--- config.mk ---
export PLATFORM = sky130hd
export DESIGN_NAME = row_sequencer
export DESIGN_NICKNAME = d
export VERILOG_FILES = /design/src/rtl/row_seq_pkg.sv /design/src/rtl/frame_pacer.sv /design/src/rtl/row_sequencer.sv
export SDC_FILE = /design/constraint.sdc
export NUM_CORES = 1
export LEC_CHECK = 0
export BUFFER_PORTS_ARGS = -buffer_cell sky130_fd_sc_hd__buf_2
export CORE_MARGIN = 2
export CORE_UTILIZATION = 40
export CTS_CLUSTER_DIAMETER = 60
export CTS_CLUSTER_SIZE = 16
export DETAILED_ROUTE_END_ITERATION = 8
export PLACE_DENSITY = 0.7
export SLEW_MARGIN = 20
export SYNTH_ARGS = -nofsm -noshare
export SYNTH_HDL_FRONTEND = slang
export SYNTH_SLANG_ARGS = --single-unit
--- constraint.sdc ---
create_clock -name clk -period 3.1 [get_ports clk]
set_input_delay 0.465 -clock clk [delete_from_list [all_inputs] [get_ports clk]]
set_output_delay 0.465 -clock clk [all_outputs]
set_load 0.02 [all_outputs]
--- src/rtl/row_seq_pkg.sv ---
// row_seq_pkg: shared game constants and the per-row difficulty rule for the row sequencer.
package row_seq_pkg;
    localparam logic GO_LEFT  = 1'b0;
    localparam logic GO_RIGHT = 1'b1;
    localparam int MIN_DIFF = 1;
    localparam int LEVEL_W  = 4;
    localparam logic [LEVEL_W-1:0] LEVEL_MAX = '1;

    // Higher rows and higher levels move faster, but never below one frame per pixel.
    function automatic logic [2:0] calc_diff(input int low, input int row, input int lvl);
        int d;
        d = low - ((row + 1) >>> 1) - lvl;
        return 3'(d < MIN_DIFF ? MIN_DIFF : d);
    endfunction
endpackage

--- src/rtl/frame_pacer.sv ---
// frame_pacer: counts frame ticks and emits a one-cycle move pulse every 'period' ticks.
module frame_pacer
    import row_seq_pkg::*;
(
    input  logic       clk,
    input  logic       resetn,
    input  logic       clear,
    input  logic       frame_tick,
    input  logic [2:0] period,
    output logic       move_pulse
);
    logic [2:0] count;
    logic       hit;

    assign hit = frame_tick && count == period - 3'd1;

    always_ff @(posedge clk) begin
        if (!resetn || clear) begin
            count      <= '0;
            move_pulse <= 1'b0;
        end else begin
            move_pulse <= hit;
            if (frame_tick)
                count <= hit ? '0 : count + 3'd1;
        end
    end
endmodule

--- src/rtl/row_sequencer.sv ---
// row_sequencer: steps through tower rows, publishing spawn position, direction and pace per row.
// Define ROW_SEQ_WRAP_EN to wrap to row 0 and raise the level instead of finishing the tower.
module row_sequencer
    import row_seq_pkg::*;
#(
    parameter int NUM_ROWS = 7,
    parameter int ROW_H    = 16,
    parameter int Y_BASE   = 104,
    parameter int X_INIT   = 0,
    parameter int X_END    = 144,
    parameter int LOW_DIFF = 4
)(
    input  logic               clk,
    input  logic               resetn,
    input  logic               inc_row,
    input  logic               frame_tick,
    output logic [4:0]         row_idx,
    output logic [6:0]         new_y_position,
    output logic [7:0]         new_x_position,
    output logic               new_direction,
    output logic [2:0]         difficulty,
    output logic               move_pulse,
    output logic               row_load,
    output logic               tower_done,
    output logic [LEVEL_W-1:0] level
);
    logic               accept, last, rst_d, nxt_done;
    logic [4:0]         nxt_row;
    logic [LEVEL_W-1:0] nxt_lvl;

    always_comb begin
        accept = inc_row && !tower_done;
        last   = row_idx == 5'(NUM_ROWS - 1);
`ifdef ROW_SEQ_WRAP_EN
        nxt_row  = accept ? (last ? '0 : row_idx + 5'd1) : row_idx;
        nxt_lvl  = accept && last && level != LEVEL_MAX ? LEVEL_W'(level + 1) : level;
        nxt_done = 1'b0;
`else
        nxt_row  = accept && !last ? row_idx + 5'd1 : row_idx;
        nxt_lvl  = '0;
        nxt_done = tower_done || (accept && last);
`endif
    end

    // Row-derived outputs are computed from the next row so they land with the row change.
    always_ff @(posedge clk) begin
        if (!resetn) begin
            row_idx        <= '0;
            new_y_position <= 7'(Y_BASE);
            new_x_position <= 8'(X_INIT);
            new_direction  <= GO_RIGHT;
            difficulty     <= 3'(LOW_DIFF);
            level          <= '0;
            tower_done     <= 1'b0;
            row_load       <= 1'b0;
            rst_d          <= 1'b1;
        end else begin
            row_idx        <= nxt_row;
            new_y_position <= 7'(Y_BASE - int'(nxt_row) * ROW_H);
            new_x_position <= nxt_row[0] ? 8'(X_END) : 8'(X_INIT);
            new_direction  <= nxt_row[0] ? GO_LEFT : GO_RIGHT;
            difficulty     <= calc_diff(LOW_DIFF, int'(nxt_row), int'(nxt_lvl));
            level          <= nxt_lvl;
            tower_done     <= nxt_done;
            row_load       <= accept || rst_d;
            rst_d          <= 1'b0;
        end
    end

    frame_pacer u_pacer (
        .clk        (clk),
        .resetn     (resetn),
        .clear      (accept),
        .frame_tick (frame_tick && !tower_done),
        .period     (difficulty),
        .move_pulse (move_pulse)
    );
endmodule

Word level (Yosys, flattened, before mapping)
Index checks and enable logic that the tools add are counted.
- register bits: 31
- input port bits: 4
- $add $sub $neg: 6
- order comparisons: 1
- equality and inequality tests: 2
- muxes and demuxes: 6
- bitwise gates (word level): 1
- reduce and logical (&&, ||, !) cells: 12
- operators by type and width (cell ; number):
    2-to-1 mux 8 bit ; 1
    subtractor 7 bit (first input constant) ; 1
    adder 5 x 1 -> 6 bit (second input constant) ; 1
    < comparator 6 x 2 -> 1 bit (second input constant) ; 1
    2-to-1 mux 3 bit ; 2
    subtractor 3 x 5 -> 6 bit (first input constant) ; 1
    adder 5 x 1 -> 5 bit (second input constant) ; 1
    equality test 5 x 3 -> 1 bit (second input constant) ; 1
    logical AND 1 bit ; 5
    2-to-1 mux 5 bit ; 1
    adder 3 x 1 -> 3 bit (second input constant) ; 1
    equality test 3 bit ; 1
    logical NOT 1 bit ; 3
    logical OR 1 bit ; 3
    subtractor 3 x 1 -> 3 bit (second input constant) ; 1
    2-to-1 mux 1 bit ; 2
    OR reduction 2 bit ; 1
    inverter 1 bit ; 1

Depth between registers and ports, before layout
- depth after elaboration: 8
- gate-level depth with buffers: 10
- gate-level depth less buffers: 10

By module
From an unflattened synthesis, not the netlist that was laid out.
- cell total of the unflattened synthesis: 109
- area, all modules: 1064.8 µm²
- by module, submodules not included (module ; times used ; cells each ; area an instance (µm²) ; sequential area each (µm²)):
    row_sequencer ; 1 ; 88 ; 824.5 ; 280.3
    frame_pacer ; 1 ; 21 ; 240.2 ; 80.1

Least setup slack after synthesis
No wires, ideal clock.
- path kind: register -> register
- start: reg row_idx[0]
- end: reg difficulty[1]
- setup time: 73 ps
- arrival time: 2197 ps
- required time: 3027 ps
- setup slack: 830 ps
- cell stages (with the launch flop): 10
- cells stage by stage: dfxtp_1 inv_1 ha_1 and4bb_2 nand2b_1 nand2_1 o21ai_0 ha_1 xnor3_1 nor3_2
- word-level cells in the longest chain between the ends: 8
- elaborated cells on any way between the ends: 9
- ends and longest elaborated chain (what ; line ; text):
    start: declaration ; row_sequencer.sv:17 ; output logic [4:0] row_idx,
    start signal: assignment ; row_sequencer.sv:58 ; row_idx <= nxt_row;
    branches (longest 3 deep; another with adder 5 x 1 -> 5 bit) ; - ;
    2-to-1 mux 5 bit (*) ; row_sequencer.sv:39 ; nxt_row = accept && !last ? row_idx + 5'd1 : row_idx;
    named net nxt_row[1] ; row_sequencer.sv:28 ; logic [4:0] nxt_row;
    adder 5 x 1 -> 6 bit (*) ; row_seq_pkg.sv:12 ; d = low - ((row + 1) >>> 1) - lvl;
    subtractor 3 x 5 -> 6 bit (*) ; row_seq_pkg.sv:12 ;
    < comparator 6 x 2 -> 1 bit ; row_seq_pkg.sv:13 ; return 3'(d < MIN_DIFF ? MIN_DIFF : d);
    OR reduction 2 bit (no line) ; - ;
    end signal: assignment ; row_sequencer.sv:52 ; difficulty <= 3'(LOW_DIFF);
    end signal: assignment ; row_sequencer.sv:62 ; difficulty <= calc_diff(LOW_DIFF, int'(nxt_row), int'(nxt_lvl));
    end: declaration ; row_sequencer.sv:21 ; output logic [2:0] difficulty,
Mark *: on every way through the listed nets, which the timed path passes.
A chain may end at the register's enable or synchronous reset.

Worst setup path after layout
Same ends and word-level chain as after synthesis.

==> results.toml <==
[run_status]
status = "finished, final reports clean"

[power_and_ir_drop]
total_power_mw = 0.533
p_per_area_nw_per_um2 = 517
peakVddDrop_mv = 0.386
internal_power_mw = 0.354
leakagePower_nw = 0.500
clock_power_share_pct = 22.0
switching_share_pct = 33.7
combPwrFrac_pct = 28.9
p_seq_share_pct = 49.1
netSwitchingPower_mw = 0.180

[global_route]
grt.total_usage_pct = 14.3
grt_pass1_vias = 630
grt_pass1_wl_um = 2830
grt_max_degree = 10
grt_overflow_total = 0
antenna_found_initial = 0

[yosys]
synth-seq-cells = 18
async_flop_share_pct = 0
synth.largest_area_cell = "dfxtp_1"
yosysSeqAreaShare_pct = 37.5
yosys-top-cells-area = "dfxtp_1, buf_4, ha_1, xor2_1, a21oi_1"
synth_edf_count = 0
yosysUniqueCellTypes = 30
yosysTopAreaCellShare_pct = 37.5
synthCells = 105
syn_avg_cell_area_sq_um = 9.15
yosys_most_used_dff = "dfxtp_1"
ys_warn_count = 0
syn-cell-area_sq_um = 961

[timing]
min_period_ns = 2.31
finalSetupViolations = 0
period_share_pct = 74.5
hold_viol = 0
drv_slew = 0
skew_ns = 0.0107
fmax_mhz = 433
rsz0062_at_grt = "false"
tns_ns = 0

[cts]
h-tree-depth = 1
cts.sinks = 18
cts_resized = 0
cts_root_buf = "clkbuf_4"
clock_path_buffers = 2
clk_pin_slew_ns = 0.10
clock_latency_ns = 0.30
cts-buffers-inserted = 3
cts_hold_buf = 0
cts_setup_buffers = 0
tritoncts = "built"

[floorplan]
die_area_sq_um = 2810
initial_utilization_pct = 43.0
num_rows = 17
chipHeight_um = 53.0
core_area_sq_um = 2230
die_w_um = 53.0
ios = 35

[drt]
ant_nets = 0
wirelength_um = 1760
vias = 697
dr.first_iter.drc_count = 8
wl_per_cell_um = 11.7
drt_pre_antenna_iters = 4
route.detailed.drc = 0
via_per_inst = 4.65

[run]
drv_cap = 0

[setup_path]
critPathCaptureType = "register"
critical_path_arrival_ns = 2.55
crit_required_ns = 3.34
crit_path_max_fanout = 9
r2r_start = "row_idx[0]"
crit_start = "row_idx[0]"
worstSetupStartpointType = "register"
path_class = "reg2reg"

[place]
port_buffers = 20
routabilityCongestion = 0.929
hpwl_um = 1360

[layout]
drive_gt1_share_pct = 23.8
diodes = 0
final_core_util_pct = 46.2
fin_nets = 133
syn_to_final_growth_pct = 7.42

[worst_hold_path]
min_from = "resetn"
holdCritPathClass = "in2reg"
cell usage after synthesis, types with 2 or more instances:
cell type / n
conb_1: 2
nand2_1: 7
ha_1: 5
a21oi_1: 6
o21ai_0: 2
inv_1: 5
nand2b_1: 3
or3_1: 2
and2_1: 3
buf_4: 17
xnor2_1: 3
dfxtp_1: 18
nand3_1: 2
nor2_1: 7
xor2_1: 6
nor2b_1: 2
nand4_1: 2
registers in the layout (all words and copies together), names as in the netlist:
name and cells:
rst_d 1, row_load 1, new_direction 1, new_y_position 2
tower_done 1, row_idx 5, difficulty 3, u_pacer.count 3
u_pacer.move_pulse 1
metal layers:
| metal | GRT usage (%) | share of wire (%) | vias to the layer above |
|---|---|---|---|
| met5 | 0 | 0 | - |
| li1 | - | - | 353 |
| met3 | 5.37 | 6.7 | 5 |
| met1 | 15.4 | 45 | 315 |
| met2 | 24.2 | 46 | 24 |
| met4 | 7.69 | 2.3 | 0 |
critical path, stage by stage (launching register included):
cell	delay, ns
dfxtp_1	0.46
inv_1	0.11
ha_1	0.19
and4bb_2	0.24
nor2_1	0.23
xnor2_1	0.13
ha_1	0.37
xnor3_1	0.42
nor3_2	0.10
per-stage QoR:
stage,setup slack (ns),instances,hold WS [ns],area (sq um)
2_1_floorplan,0.830,117,0.416,1010
3_3_place_gp,0.908,147,0.431,1010
3_5_place_dp,0.831,147,0.427,1010
4_1_cts,0.787,150,0.396,1030
5_1_grt,0.601,150,0.411,1030
6_report,0.790,150,0.403,1030
power groups by stage:
stage | logic [mW] | registers, mW | clock network, mW
floorplan | 0.116 | 0.287 | 0
global placement | 0.151 | 0.267 | 0
detailed placement | 0.155 | 0.267 | 0
CTS | 0.156 | 0.262 | 0.122
global route | 0.170 | 0.265 | 0.130
finish | 0.154 | 0.262 | 0.117
cells by family after synthesis:
kind of cell,share of synthesized area [%]
simple gates,19.9
buf+inv,15.6
flops,37.5
compound gates,9.12
xor+xnor,10.5
fa+ha+maj,6.51
other cells,0.782
cells in the final DEF (no fill, tap or decap), types with 2 or more instances in the layout:
cell type   n
nand3_1     2
nor2_1      7
or3_1       2
nand2b_1    3
a21oi_1     6
dfxtp_1    18
o21ai_0     2
xor2_1      6
and2_1      3
inv_1       5
clkbuf_4    3
buf_2      20
nor2b_1     2
nand2_1     7
xnor2_1     3
ha_1        5
conb_1     14
nand4_1     2
area by class of cell:
class                           instances  area [sq um]
Tap cell                               28          35.0
Inverter                                5          18.8
Sequential cell                        18           360
Timing Repair Buffer                   20           100
Clock buffer                            3          22.5
Fill cell                             248          1200
Multi-Input combinational cell         76           495
path summary, 6_finish.rpt:
check | end | slack, ns | depth (start not counted)
setup / recovery | difficulty[1] | 0.79 | 8
setup reg to reg | difficulty[1] | 0.79 | 8
hold / removal | new_y_position[6] | 0.40 | 2
hold reg to reg | row_load | 0.45 | 2
Note: power is estimated with default switching activity, not from simulation.
